### config.mk
export PLATFORM = sky130hd
export DESIGN_NAME = controlador_decodificador_hamming
export DESIGN_NICKNAME = d
export VERILOG_FILES = /design/src/rtl/hamming_pkg.sv /design/src/rtl/controlador_decodificador_hamming_calculo_sindrome.sv /design/src/rtl/controlador_decodificador_hamming.sv
export SDC_FILE = /design/constraint.sdc
export NUM_CORES = 1
export LEC_CHECK = 0
export BUFFER_PORTS_ARGS = -buffer_cell sky130_fd_sc_hd__buf_4
export CAP_MARGIN = 30
export CORE_MARGIN = 2
export CORE_UTILIZATION = 55
export DETAILED_ROUTE_END_ITERATION = 6
export PLACE_DENSITY = 0.84
export REMOVE_ABC_BUFFERS = 1
export SETUP_SLACK_MARGIN = 0.15
export SKIP_LAST_GASP = 1
export SLEW_MARGIN = 10
export SYNTH_ARGS = -nofsm -noshare
export SYNTH_HDL_FRONTEND = slang
export SYNTH_SLANG_ARGS = --single-unit
### constraint.sdc
create_clock -name clk -period 3.71 [get_ports clk]
set_input_delay 0.371 -clock clk [delete_from_list [all_inputs] [get_ports clk]]
set_output_delay 0.371 -clock clk [all_outputs]
set_load 0.02 [all_outputs]
### src/rtl/hamming_pkg.sv
// Shared types and codeword bit layout for the 8-bit SECDED Hamming receive path.
// Layout (MSB..LSB): [p0,i3,i2,i1,c2,i0,c1,c0].
package hamming_pkg;

    typedef enum logic [1:0] {
        IDLE    = 2'd0,
        CHECK   = 2'd1,
        CORRECT = 2'd2,
        OUTPUT  = 2'd3
    } estado_t;

    typedef enum logic [1:0] {
        ST_OK     = 2'b00,
        ST_SINGLE = 2'b01,
        ST_DOUBLE = 2'b10,
        ST_P0     = 2'b11
    } status_t;

    localparam int P0_IDX = 7;
    localparam int I3_IDX = 6;
    localparam int I2_IDX = 5;
    localparam int I1_IDX = 4;
    localparam int C2_IDX = 3;
    localparam int I0_IDX = 2;
    localparam int C1_IDX = 1;
    localparam int C0_IDX = 0;

    function automatic logic [3:0] extraer_datos(input logic [7:0] palabra);
        return {palabra[I3_IDX], palabra[I2_IDX], palabra[I1_IDX], palabra[I0_IDX]};
    endfunction

endpackage

### src/rtl/controlador_decodificador_hamming_calculo_sindrome.sv
// Combinational syndrome and global even-parity computation for one codeword.
module calculo_sindrome
    import hamming_pkg::*;
(
    input  logic [7:0] palabra_i,
    output logic [2:0] sindrome_o,
    output logic       paridad_o
);

    // Syndrome value k (1..7) points at codeword bit k-1.
    assign sindrome_o[0] = palabra_i[C0_IDX] ^ palabra_i[I0_IDX] ^ palabra_i[I1_IDX] ^ palabra_i[I3_IDX];
    assign sindrome_o[1] = palabra_i[C1_IDX] ^ palabra_i[I0_IDX] ^ palabra_i[I2_IDX] ^ palabra_i[I3_IDX];
    assign sindrome_o[2] = palabra_i[C2_IDX] ^ palabra_i[I1_IDX] ^ palabra_i[I2_IDX] ^ palabra_i[I3_IDX];
    assign paridad_o     = ^palabra_i;

endmodule

### src/rtl/controlador_decodificador_hamming.sv
// Sequencing controller: capture, syndrome check, single-bit correction and result
// hand-off for SECDED codewords, with saturating error-event counters.
module controlador_decodificador_hamming
    import hamming_pkg::*;
#(
    parameter int CNT_W = 8
) (
    input  logic             clk,
    input  logic             rst,
    input  logic             in_valid,
    output logic             in_ready,
    input  logic [7:0]       in_codeword,
    output logic             out_valid,
    input  logic             out_ready,
    output logic [7:0]       out_codeword,
    output logic [3:0]       out_data,
    output logic [2:0]       out_sindrome,
    output logic [1:0]       out_status,
    input  logic             clr_cnt,
    output logic [CNT_W-1:0] cnt_single,
    output logic [CNT_W-1:0] cnt_double
);

    estado_t          estado_q;
    logic             in_ready_q;
    logic             out_valid_q;
    logic [7:0]       palabra_q;
    logic [2:0]       sind_q;
    logic             gp_q;
    logic [7:0]       out_codeword_q;
    logic [3:0]       out_data_q;
    logic [2:0]       out_sind_q;
    status_t          out_status_q;
    logic [CNT_W-1:0] cnt_single_q;
    logic [CNT_W-1:0] cnt_double_q;

    logic [2:0] sind_w;
    logic       gp_w;
    logic [7:0] corr_d;
    status_t    status_d;
    logic       handshake;

    function automatic logic [CNT_W-1:0] sat_inc(input logic [CNT_W-1:0] v);
        return (&v) ? v : v + 1'b1;
    endfunction

    calculo_sindrome u_sindrome (
        .palabra_i  (palabra_q),
        .sindrome_o (sind_w),
        .paridad_o  (gp_w)
    );

    always_comb begin
        corr_d   = palabra_q;
        status_d = ST_OK;
        if (sind_q == 3'd0) begin
            if (gp_q) begin
                corr_d[P0_IDX] = ~palabra_q[P0_IDX];
                status_d       = ST_P0;
            end
        end else if (gp_q) begin
            corr_d   = palabra_q ^ (8'd1 << (sind_q - 3'd1));
            status_d = ST_SINGLE;
        end else begin
            status_d = ST_DOUBLE;
        end
    end

    assign handshake = (estado_q == OUTPUT) && out_ready;

    always_ff @(posedge clk or posedge rst) begin
        if (rst) begin
            estado_q       <= IDLE;
            in_ready_q     <= 1'b1;
            out_valid_q    <= 1'b0;
            palabra_q      <= '0;
            sind_q         <= '0;
            gp_q           <= 1'b0;
            out_codeword_q <= '0;
            out_data_q     <= '0;
            out_sind_q     <= '0;
            out_status_q   <= ST_OK;
        end else begin
            case (estado_q)
                IDLE: begin
                    if (in_valid) begin
                        palabra_q  <= in_codeword;
                        in_ready_q <= 1'b0;
                        estado_q   <= CHECK;
                    end
                end
                CHECK: begin
                    sind_q   <= sind_w;
                    gp_q     <= gp_w;
                    estado_q <= CORRECT;
                end
                CORRECT: begin
                    out_codeword_q <= corr_d;
                    out_data_q     <= extraer_datos(corr_d);
                    out_sind_q     <= sind_q;
                    out_status_q   <= status_d;
                    out_valid_q    <= 1'b1;
                    estado_q       <= OUTPUT;
                end
                OUTPUT: begin
                    if (out_ready) begin
                        out_valid_q <= 1'b0;
                        in_ready_q  <= 1'b1;
                        estado_q    <= IDLE;
                    end
                end
                default: estado_q <= IDLE;
            endcase
        end
    end

    // Counters advance on the result handshake; a simultaneous clear takes priority.
    always_ff @(posedge clk or posedge rst) begin
        if (rst) begin
            cnt_single_q <= '0;
            cnt_double_q <= '0;
        end else if (clr_cnt) begin
            cnt_single_q <= '0;
            cnt_double_q <= '0;
        end else if (handshake) begin
            if (out_status_q == ST_SINGLE || out_status_q == ST_P0)
                cnt_single_q <= sat_inc(cnt_single_q);
            else if (out_status_q == ST_DOUBLE)
                cnt_double_q <= sat_inc(cnt_double_q);
        end
    end

    assign in_ready     = in_ready_q;
    assign out_valid    = out_valid_q;
    assign out_codeword = out_codeword_q;
    assign out_data     = out_data_q;
    assign out_sindrome = out_sind_q;
    assign out_status   = out_status_q;
    assign cnt_single   = cnt_single_q;
    assign cnt_double   = cnt_double_q;

endmodule

==> results.json <==
{
  "clockPowerShare_pct": 15.1,
  "cp-end-kind": "flip-flop",
  "gp_congestion": 0.781,
  "nets": 276,
  "postCtsSetupBuffers": 0,
  "holdWs_ns": 0.206,
  "pwr-share-comb_pct": 45.5,
  "crit_path_start_kind": "flip-flop",
  "worst_clock_skew_ns": 0.00482,
  "worstMarginPinSlew_ns": 0.813,
  "dr.pass1.iters": 4,
  "cp_max_fo": 5,
  "final_cell_area_mm2": 0.00273,
  "setup_viol": 0,
  "grt_pass1_vias": 1586,
  "swShare_pct": 38.9,
  "cts_tree": "yes",
  "gr-total-overflow": 0,
  "rsz0062_at_grt": "no",
  "place.port_buffers": 47,
  "vias": 1665,
  "max_cap_violations": 0,
  "final_cell_mix": "48 x buf_4, 44 x dfrtp_1, 24 x nor2_1, 20 x xnor2_1, 17 x a21oi_1",
  "grt.total_usage_pct": 20.9,
  "synth-edff-count": 0,
  "clk_latency_ns": 0.30,
  "cts-buffers-inserted": 5,
  "yosysWarnings": 0,
  "num_rows": 23,
  "cts_root_buf": "clkbuf_8",
  "synth_cell_type_count": 39,
  "r2r_end": "cnt_double[7]$_DFFE_PP0P_",
  "p_switching_uw": 846,
  "start_util_pct": 57.1,
  "final_antenna_net_count": 0,
  "r2r_start": "estado_q[0]$_DFFE_PP0P_",
  "postCtsHoldBufs": 0,
  "drive_gt1_share_pct": 30.0,
  "syn_avg_cell_area_um2": 10.6,
  "grt_pass1_wl_um": 7220,
  "core_mm2": 0.00397,
  "grt_start_max_net_pins": 46,
  "reg2reg_depth": 5,
  "p_int_uw": 1330,
  "htree_levels": 2,
  "fp.dieArea_mm2": 0.00465,
  "worstSetupPathType": "flip-flop to flip-flop",
  "antenna_found_initial": 0,
  "fin_crit_ns": 1.94,
  "io_pins": 48,
  "fp.dieH_um": 68.2,
  "seqPwrFrac_pct": 39.3,
  "wl_um": 4270,
  "dpl.hpwl_um": 3030,
  "area.growth.synth_to_final_pct": 20.5,
  "viasPerCell": 5.42,
  "multi_input_area_mm2": 0.00105,
  "tns_ns": 0,
  "antenna_cells": 0,
  "pwr_density_cell_mw_per_mm2": 798,
  "ys.flop_type": "dfrtp_1",
  "synth_seq_area_share_pct": 49.8,
  "final-hold-violation-count": 0,
  "avgRoutedWirePerCell_um": 13.9,
  "fmax_mhz": 514,
  "min_period_over_period_pct": 52.4,
  "syn-cell-area_mm2": 0.00227,
  "p_leak_uw": 0.00120,
  "cts_resized": 0,
  "required_ns": 3.93,
  "placed_area_mm2": 0.00263,
  "arrival_ns": 2.17,
  "slew_headroom_pct": 45.8,
  "r2r_slack_ns": 1.77,
  "clock_path_buffers": 2,
  "async_flop_share_pct": 100,
  "hp-class": "input pin to asynchronous set/reset pin",
  "regArea_mm2": 0.00113,
  "die_w_um": 68.2,
  "final_common_cell": "buf_4",
  "slew_viol_final": 0,
  "ys_ff_latch": 45,
  "ir_drop_v": 0.000457,
  "fill_cells": 318,
  "status": "complete, no violations",
  "drt_iter0_markers": 173,
  "synthCells": 213,
  "drcViolationCount": 0,
  "cts_sinks": 45,
  "path_clk_slew_ns": 0.08
}
[cells in the mapped netlist (all sizes together), types with 7 or more instances]
cell / instances / area, um^2
nor2: 24 / 90.1
nand2: 10 / 37.5
inv: 7 / 26.3
clkbuf: 7 / 26.3
xor2: 8 / 70.1
mux2: 14 / 158
o21ai: 8 / 40.0
dfrtp: 44 / 1100
xnor2: 20 / 175
a21oi: 17 / 85.1
ha: 7 / 87.6
[worst max-delay path, stage by stage (launching register included)]
cell	delay (ns)
dfrtp_1	0.38
ha_1	0.27
nand4b_2	0.18
or4_4	0.58
or3_1	0.32
a21oi_1	0.15
[per-stage QoR]
step / total power (uW) / cells / worst slack, ns / util (%)
after global routing: 2340 / 307 / 1.61 / 68.7
after floorplan: 1540 / 201 / 1.76 / -
after CTS: 2200 / 307 / 1.77 / 68.7
after global placement: 1820 / 299 / 1.84 / 66.2
final: 2180 / 307 / 1.77 / 68.7
after detailed placement: 1860 / 299 / 1.80 / 66.2
[cell type report]
type,instances,share of cell area [%]
timing repair buffer,48,13.2
sequential,45,41.3
inverter,7,0.962
clock buffer,7,3.53
clock inverter,1,0.183
multi-input combinational,149,38.5
tap,50,2.29
[registers in the layout, indices dropped and copies added (netlist names)]
register and cells:
estado_q 2, in_ready 1, out_sindrome 3, out_status 2, palabra_q 8, gp_q 1
cnt_single 8, sind_q 3, out_valid 1, out_codeword 8, cnt_double 8
[per-layer routing]
layer / GRT usage (%) / routed length [um]
met3: 4.77 / 161
met5: 0 / 0
met4: 7.25 / 48
met1: 27.7 / 1940
met2: 33.6 / 2120
[cells by family after synthesis]
kind of cell	synth area share, %
buf+inv	3.81
compound gates	9.39
flops	49.8
mux	7.84
fa+ha+maj	3.87
xor+xnor	10.8
simple gates	14.5
[power groups by stage]
stage | registers [uW] | logic [uW] | clock network [uW]
2_1_floorplan | 953 | 590 | 0
3_3_place_gp | 852 | 968 | 0
3_5_place_dp | 862 | 1000 | 0
4_1_cts | 854 | 1000 | 341
5_1_grt | 886 | 1090 | 358
6_report | 857 | 992 | 330
[how the worst max path moves through the flow]
stage                                          from                   endpoint
after floorplan           cnt_double[0]$_DFFE_PP0P_  cnt_double[7]$_DFFE_PP0P_
after global placement    cnt_double[0]$_DFFE_PP0P_  cnt_double[7]$_DFFE_PP0P_
after detailed placement    estado_q[0]$_DFFE_PP0P_  cnt_double[7]$_DFFE_PP0P_
after CTS                   estado_q[0]$_DFFE_PP0P_  cnt_double[7]$_DFFE_PP0P_
after global routing        estado_q[0]$_DFFE_PP0P_  cnt_double[7]$_DFFE_PP0P_
final                       estado_q[0]$_DFFE_PP0P_  cnt_double[7]$_DFFE_PP0P_
No activity file was read; power rests on OpenSTA's default activity.
